<file path="config.mk">
export PLATFORM = sky130hd
export DESIGN_NAME = cnn_layer_sequencer
export DESIGN_NICKNAME = d
export VERILOG_FILES = /design/src/rtl/cnn_layer_sequencer.sv
export SDC_FILE = /design/constraint.sdc
export NUM_CORES = 1
export LEC_CHECK = 0
export BUFFER_PORTS_ARGS = -buffer_cell sky130_fd_sc_hd__buf_2
export CORE_AREA = 2 2 108 110
export CTS_BUF_LIST = sky130_fd_sc_hd__clkbuf_8
export DETAILED_ROUTE_END_ITERATION = 10
export DIE_AREA = 0 0 110 112
export HOLD_SLACK_MARGIN = 0.08
export PLACE_DENSITY = 0.63
export REMOVE_ABC_BUFFERS = 1
export SETUP_SLACK_MARGIN = 0.02
export SYNTH_ARGS = -nofsm -noshare
export SYNTH_HDL_FRONTEND = slang
export SYNTH_SLANG_ARGS = --single-unit
</file>
<file path="constraint.sdc">
create_clock -name clock -period 2.7 [get_ports clock]
set_input_delay 0.27 -clock clock [delete_from_list [all_inputs] [get_ports clock]]
set_output_delay 0.27 -clock clock [all_outputs]
set_load 0.02 [all_outputs]
</file>
<file path="src/rtl/cnn_layer_sequencer.sv">
// -----------------------------------------------------------------------------
// cnn_layer_sequencer
//
// Walks a sliding FILxFIL window across an IMGxIMG image in raster order and
// issues one operation per window position to a downstream datapath. After the
// last window it waits PIPE cycles for the datapath to drain, pulses done, and
// returns to idle.
//
// Parameters
//   IMG   image side length in pixels
//   FIL   filter side length
//   M_AW  image / result memory address width
//   F_AW  filter memory address width
//   PIPE  datapath latency from issue to write-back (cycles)
//
// Ports
//   clock      system clock
//   reset      synchronous active-high reset
//   start      one-cycle request to run a layer (accepted only in idle)
//   func_sel   operation code: 0 conv, 1 relu, 2 pool, 3 reserved (ignored)
//   fil_base   filter memory address for the layer
//   out_base   result base address for the layer
//   stall      memory busy; no window is issued while high
//   busy       layer in progress (run, drain, finish)
//   done       one-cycle completion pulse
//   op_valid   issue strobe for the current window
//   src1       image address of the window's top-left pixel
//   src2       filter address
//   dest       result write address
//   func       operation code applied to the issued window
//   issue_cnt  windows issued in the current layer
// -----------------------------------------------------------------------------
module cnn_layer_sequencer #(
    parameter int IMG  = 28,
    parameter int FIL  = 3,
    parameter int M_AW = 10,
    parameter int F_AW = 3,
    parameter int PIPE = 3
) (
    input  logic            clock,
    input  logic            reset,
    input  logic            start,
    input  logic [1:0]      func_sel,
    input  logic [F_AW-1:0] fil_base,
    input  logic [M_AW-1:0] out_base,
    input  logic            stall,
    output logic            busy,
    output logic            done,
    output logic            op_valid,
    output logic [M_AW-1:0] src1,
    output logic [F_AW-1:0] src2,
    output logic [M_AW-1:0] dest,
    output logic [1:0]      func,
    output logic [M_AW-1:0] issue_cnt
);

    localparam int OUT = IMG - FIL + 1;
    localparam int RW  = $clog2(OUT + 1);
    localparam int DW  = (PIPE > 1) ? $clog2(PIPE) : 1;

    localparam logic [RW-1:0]   LAST_POS   = RW'(OUT - 1);
    localparam logic [M_AW-1:0] IMG_STEP   = M_AW'(IMG);
    localparam logic [M_AW-1:0] OUT_STEP   = M_AW'(OUT);
    localparam logic [DW-1:0]   DRAIN_LAST = DW'(PIPE - 1);
    localparam logic [1:0]      FUNC_RSVD  = 2'd3;

    typedef enum logic [1:0] {
        IDLE  = 2'd0,
        RUN   = 2'd1,
        DRAIN = 2'd2,
        FIN   = 2'd3
    } state_t;

    state_t          state;

    // Window position within the output map.
    logic [RW-1:0]   row;
    logic [RW-1:0]   col;

    // Row base addresses kept incrementally: row*IMG and row*OUT.
    logic [M_AW-1:0] rbase_in;
    logic [M_AW-1:0] rbase_out;

    logic [DW-1:0]   drain_cnt;

    // Configuration captured when a layer is accepted.
    logic [1:0]      cfg_func;
    logic [F_AW-1:0] cfg_fil;
    logic [M_AW-1:0] cfg_out;

    always_ff @(posedge clock) begin
        if (reset) begin
            state     <= IDLE;
            busy      <= 1'b0;
            done      <= 1'b0;
            op_valid  <= 1'b0;
            src1      <= '0;
            src2      <= '0;
            dest      <= '0;
            func      <= '0;
            issue_cnt <= '0;
            row       <= '0;
            col       <= '0;
            rbase_in  <= '0;
            rbase_out <= '0;
            drain_cnt <= '0;
            cfg_func  <= '0;
            cfg_fil   <= '0;
            cfg_out   <= '0;
        end else begin
            // Strobes default low; only the issuing / finishing paths raise them.
            op_valid <= 1'b0;
            done     <= 1'b0;

            case (state)
                IDLE: begin
                    if (start && func_sel != FUNC_RSVD) begin
                        state     <= RUN;
                        busy      <= 1'b1;
                        cfg_func  <= func_sel;
                        cfg_fil   <= fil_base;
                        cfg_out   <= out_base;
                        row       <= '0;
                        col       <= '0;
                        rbase_in  <= '0;
                        rbase_out <= '0;
                        issue_cnt <= '0;
                    end
                end

                RUN: begin
                    if (!stall) begin
                        op_valid  <= 1'b1;
                        src1      <= rbase_in + M_AW'(col);
                        dest      <= cfg_out + rbase_out + M_AW'(col);
                        src2      <= cfg_fil;
                        func      <= cfg_func;
                        issue_cnt <= issue_cnt + 1'b1;

                        if (col == LAST_POS) begin
                            col       <= '0;
                            row       <= row + 1'b1;
                            rbase_in  <= rbase_in + IMG_STEP;
                            rbase_out <= rbase_out + OUT_STEP;
                            if (row == LAST_POS) begin
                                state     <= DRAIN;
                                drain_cnt <= '0;
                            end
                        end else begin
                            col <= col + 1'b1;
                        end
                    end
                end

                DRAIN: begin
                    // Drain length is fixed by datapath latency, independent of stall.
                    if (drain_cnt == DRAIN_LAST) begin
                        state <= FIN;
                        done  <= 1'b1;
                    end else begin
                        drain_cnt <= drain_cnt + 1'b1;
                    end
                end

                FIN: begin
                    state <= IDLE;
                    busy  <= 1'b0;
                end

                default: begin
                    state <= IDLE;
                    busy  <= 1'b0;
                end
            endcase
        end
    end

endmodule

</file>
==> run summary <==
Combinational power share = 35.9%
Max-slew violation count = 0
CP max stage delay = 470 ps
Cells after DPL = 696
Most used DFF post-synth = dfxtp_1
Hold path cells = 3
Clk_lat worst skew = 370 ps
Multi-input gate area in the final layout = 2480 µm²
Post-synth top area share = 38.6%
Largest net degree at the start of global routing = 38
CP delay by family, top = adder cells
Worst clock skew = 14.1 ps
Outcome = finished, final reports clean
Crit end category = register
Worst EP arrival = 2780 ps
Power Density = 809 nW/µm²
Placement Setup Slack = 48.7 ps
Flop pwr share = 36.3%
# diodes = 0
Crit start category = register
CP Max Fanout = 3
Routed Wire Length = 10.6 mm
Sequential area share after synthesis = 38.6%
Syn_area_per_cell = 8.54 µm²
Port-buffer cells = 56
Finished Layout Cells = 712
Maximum VDD drop = 0.403 mV
Commonest cells after routing, fill and taps aside = dfxtp_1, nand2_1, a21oi_1
Slowest CP cell = fa_1
Final-stage net count = 617
IO Count = 57
Cell mode on critical path = fa_1
Layout area overhead = 16.7%
Clk slew on worst S/H paths = 90 ps
Clk pwr share = 27.7%
Worst path buffer plus inverter count = 0
Crit Reg-Reg Endpoint = dest[9]
Tmin final = 2530 ps
Synth Instances = 510
Clock root cell = clkbuf_8
P_int = 2.56 mW
Dpl hpwl = 7.57 mm
Grt ovf = 0
Synth area leaders = dfxtp_1, ha_1, a21oi_1, nand2_1, o21ai_0
Core Area = 11200 µm²
Vias in the first global route = 3813
Vias = 3921
Vias per std cell = 5.51
Final Hold Viols = 0
R2R setup slack = 170 ps
Die width = 110 µm
Sum Neg Setup Slack = 0 ps
YS warnings = 0
Starting Density = 39.0%
P_sw = 1.55 mW
Sw frac = 37.7%
HP Start = out_base[4]
Critical path class = reg -> reg
Max Buffers Root-to-Sink = 2
CTS buffer count = 9
Drt first pass iters = 4
#FFs+latches synth = 84
CTS Hold Bufs = 0
Cell Chain, Critical Path = fa_1, ha_1, fa_1, a211oi_2, o21ai_0, nor4bb_1, a311o_1
Fin crit share = 93.9%
DRT antenna net count = 0
Routed len/inst = 14.9 µm
Post-synth ARST share = 0%
Remaining DRCs = 0
Reg2Reg Depth = 7
FF+latch area = 1680 µm²
FMAX = 395 MHz
Initial DRC count = 148
Req. time, crit path = 2950 ps
Leakage = 2.13 nW
# fillers = 1103
Setup Viol. Count Final = 0
CTS Sinks = 84
Hold EP = cfg_out[4]
Worst slew pin tran = 627 ps
CTS tree = built
Worst relative slew slack = 58.1%
Row count = 39
Max Cap Viol = 0
Final WS setup = 166 ps
First-pass GRT wire length = 17.7 mm
Count of cell types in the netlist = 57
R2r startpoint = col[1]
Area leader, netlist = dfxtp_1
Initial antenna violation count = 0
GPL Wtd Cong = 0.807
Layout cells sized above 1 = 17.9%
Commonest non-fill, non-tap cell in the layout = dfxtp_1
Cell area after synthesis = 4360 µm²
EDFF count, synth = 0
RSZ-0062 raised after global routing = no
Htree depth = 3
GRT Overall Usage = 18.0%
Post-CTS Setup Repair Bufs = 0
Die Y = 112 µm
Hold Crit Class = in -> reg
Die area = 12300 µm²
through the flow:
step	util (%)	hold slack (ps)	total power [mW]	area, µm²
after floorplan	-	339	2.44	4210
after global placement	43.2	441	2.93	4820
after detailed placement	43.2	444	2.99	4820
after CTS	45.5	116	4.14	5090
after global routing	45.5	116	4.40	5090
final	45.5	128	4.11	5090
cell families after synthesis:
group | after synthesis | share of synthesized area, %
AO/OA/AOI/OAI | 150 | 21.3
XOR/XNOR | 10 | 2.35
multiplexers | 7 | 1.61
flip-flops | 84 | 38.6
adder cells (fa/ha/maj) | 34 | 10.6
buffers and inverters | 50 | 4.85
other | 1 | 0.0861
AND/OR/NAND/NOR | 174 | 20.6
worst min-delay path: cells and delay by family:
kind	cells	cell delay [ps]
buffers and inverters	1	100
AOI/OAI and AO/OA	1	50
and+or+nand+nor	1	40
state kept, by name, summed over array words and instances (netlist names), 3 cells and up:
register and count:
cfg_out 10, dest 10, issue_cnt 10, src1 10
rbase_out 9, rbase_in 8, col 5, row 5
cfg_fil 3, src2 3
timing repair:
| action | 4_1_cts | 5_1_grt |
|---|---|---|
| gates resized for setup | 1 | 0 |
| pin swaps | 0 | 1 |
| setup endpoints to repair | 1 | 1 |
Yosys cell counts, drive strengths merged, types with 9 or more instances:
cell	number
a211oi	9
o21ai	29
clkbuf	23
a21oi	63
nand3	16
o31ai	11
or3	12
buf	9
ha	29
dfxtp	84
inv	18
nand2	74
nor2	16
or4	16
metal layers:
metal | vias to the layer above | GRT usage, % | routed length (µm)
li1 | 1968 | - | -
met1 | 1851 | 22.8 | 4930
met2 | 81 | 29.6 | 5000
met3 | 21 | 4.33 | 451
met4 | 0 | 6.50 | 206
met5 | - | 0 | 0
cell type report:
class / instances / share of cell area [%]
inverters: 18 / 1.33
clock buffers: 11 / 2.98
repair buffers: 75 / 8.31
clock inverters: 5 / 2.12
well taps: 143 / 3.52
multi-input cells: 376 / 48.7
flip-flops and latches: 84 / 33.1
worst max-delay path by stage:
stage | from | endpoint | slack, ps | cells past startpoint
after floorplan | state[1] | col[2] | -10 | 5
after global placement | col[1] | dest[9] | 140 | 7
after detailed placement | col[1] | dest[9] | 50 | 7
after CTS | col[1] | dest[9] | 130 | 7
after global routing | rbase_out[1] | dest[9] | 40 | 7
final | col[1] | dest[9] | 170 | 7
power groups by stage:
stage	sequential (mW)	combinational, mW	clock, mW
final	1.49	1.48	1.14
after global routing	1.51	1.66	1.23
after CTS	1.49	1.48	1.17
after detailed placement	1.52	1.47	0
after global placement	1.52	1.41	0
after floorplan	1.57	0.871	0
No activity file was read; power rests on OpenSTA's default activity.
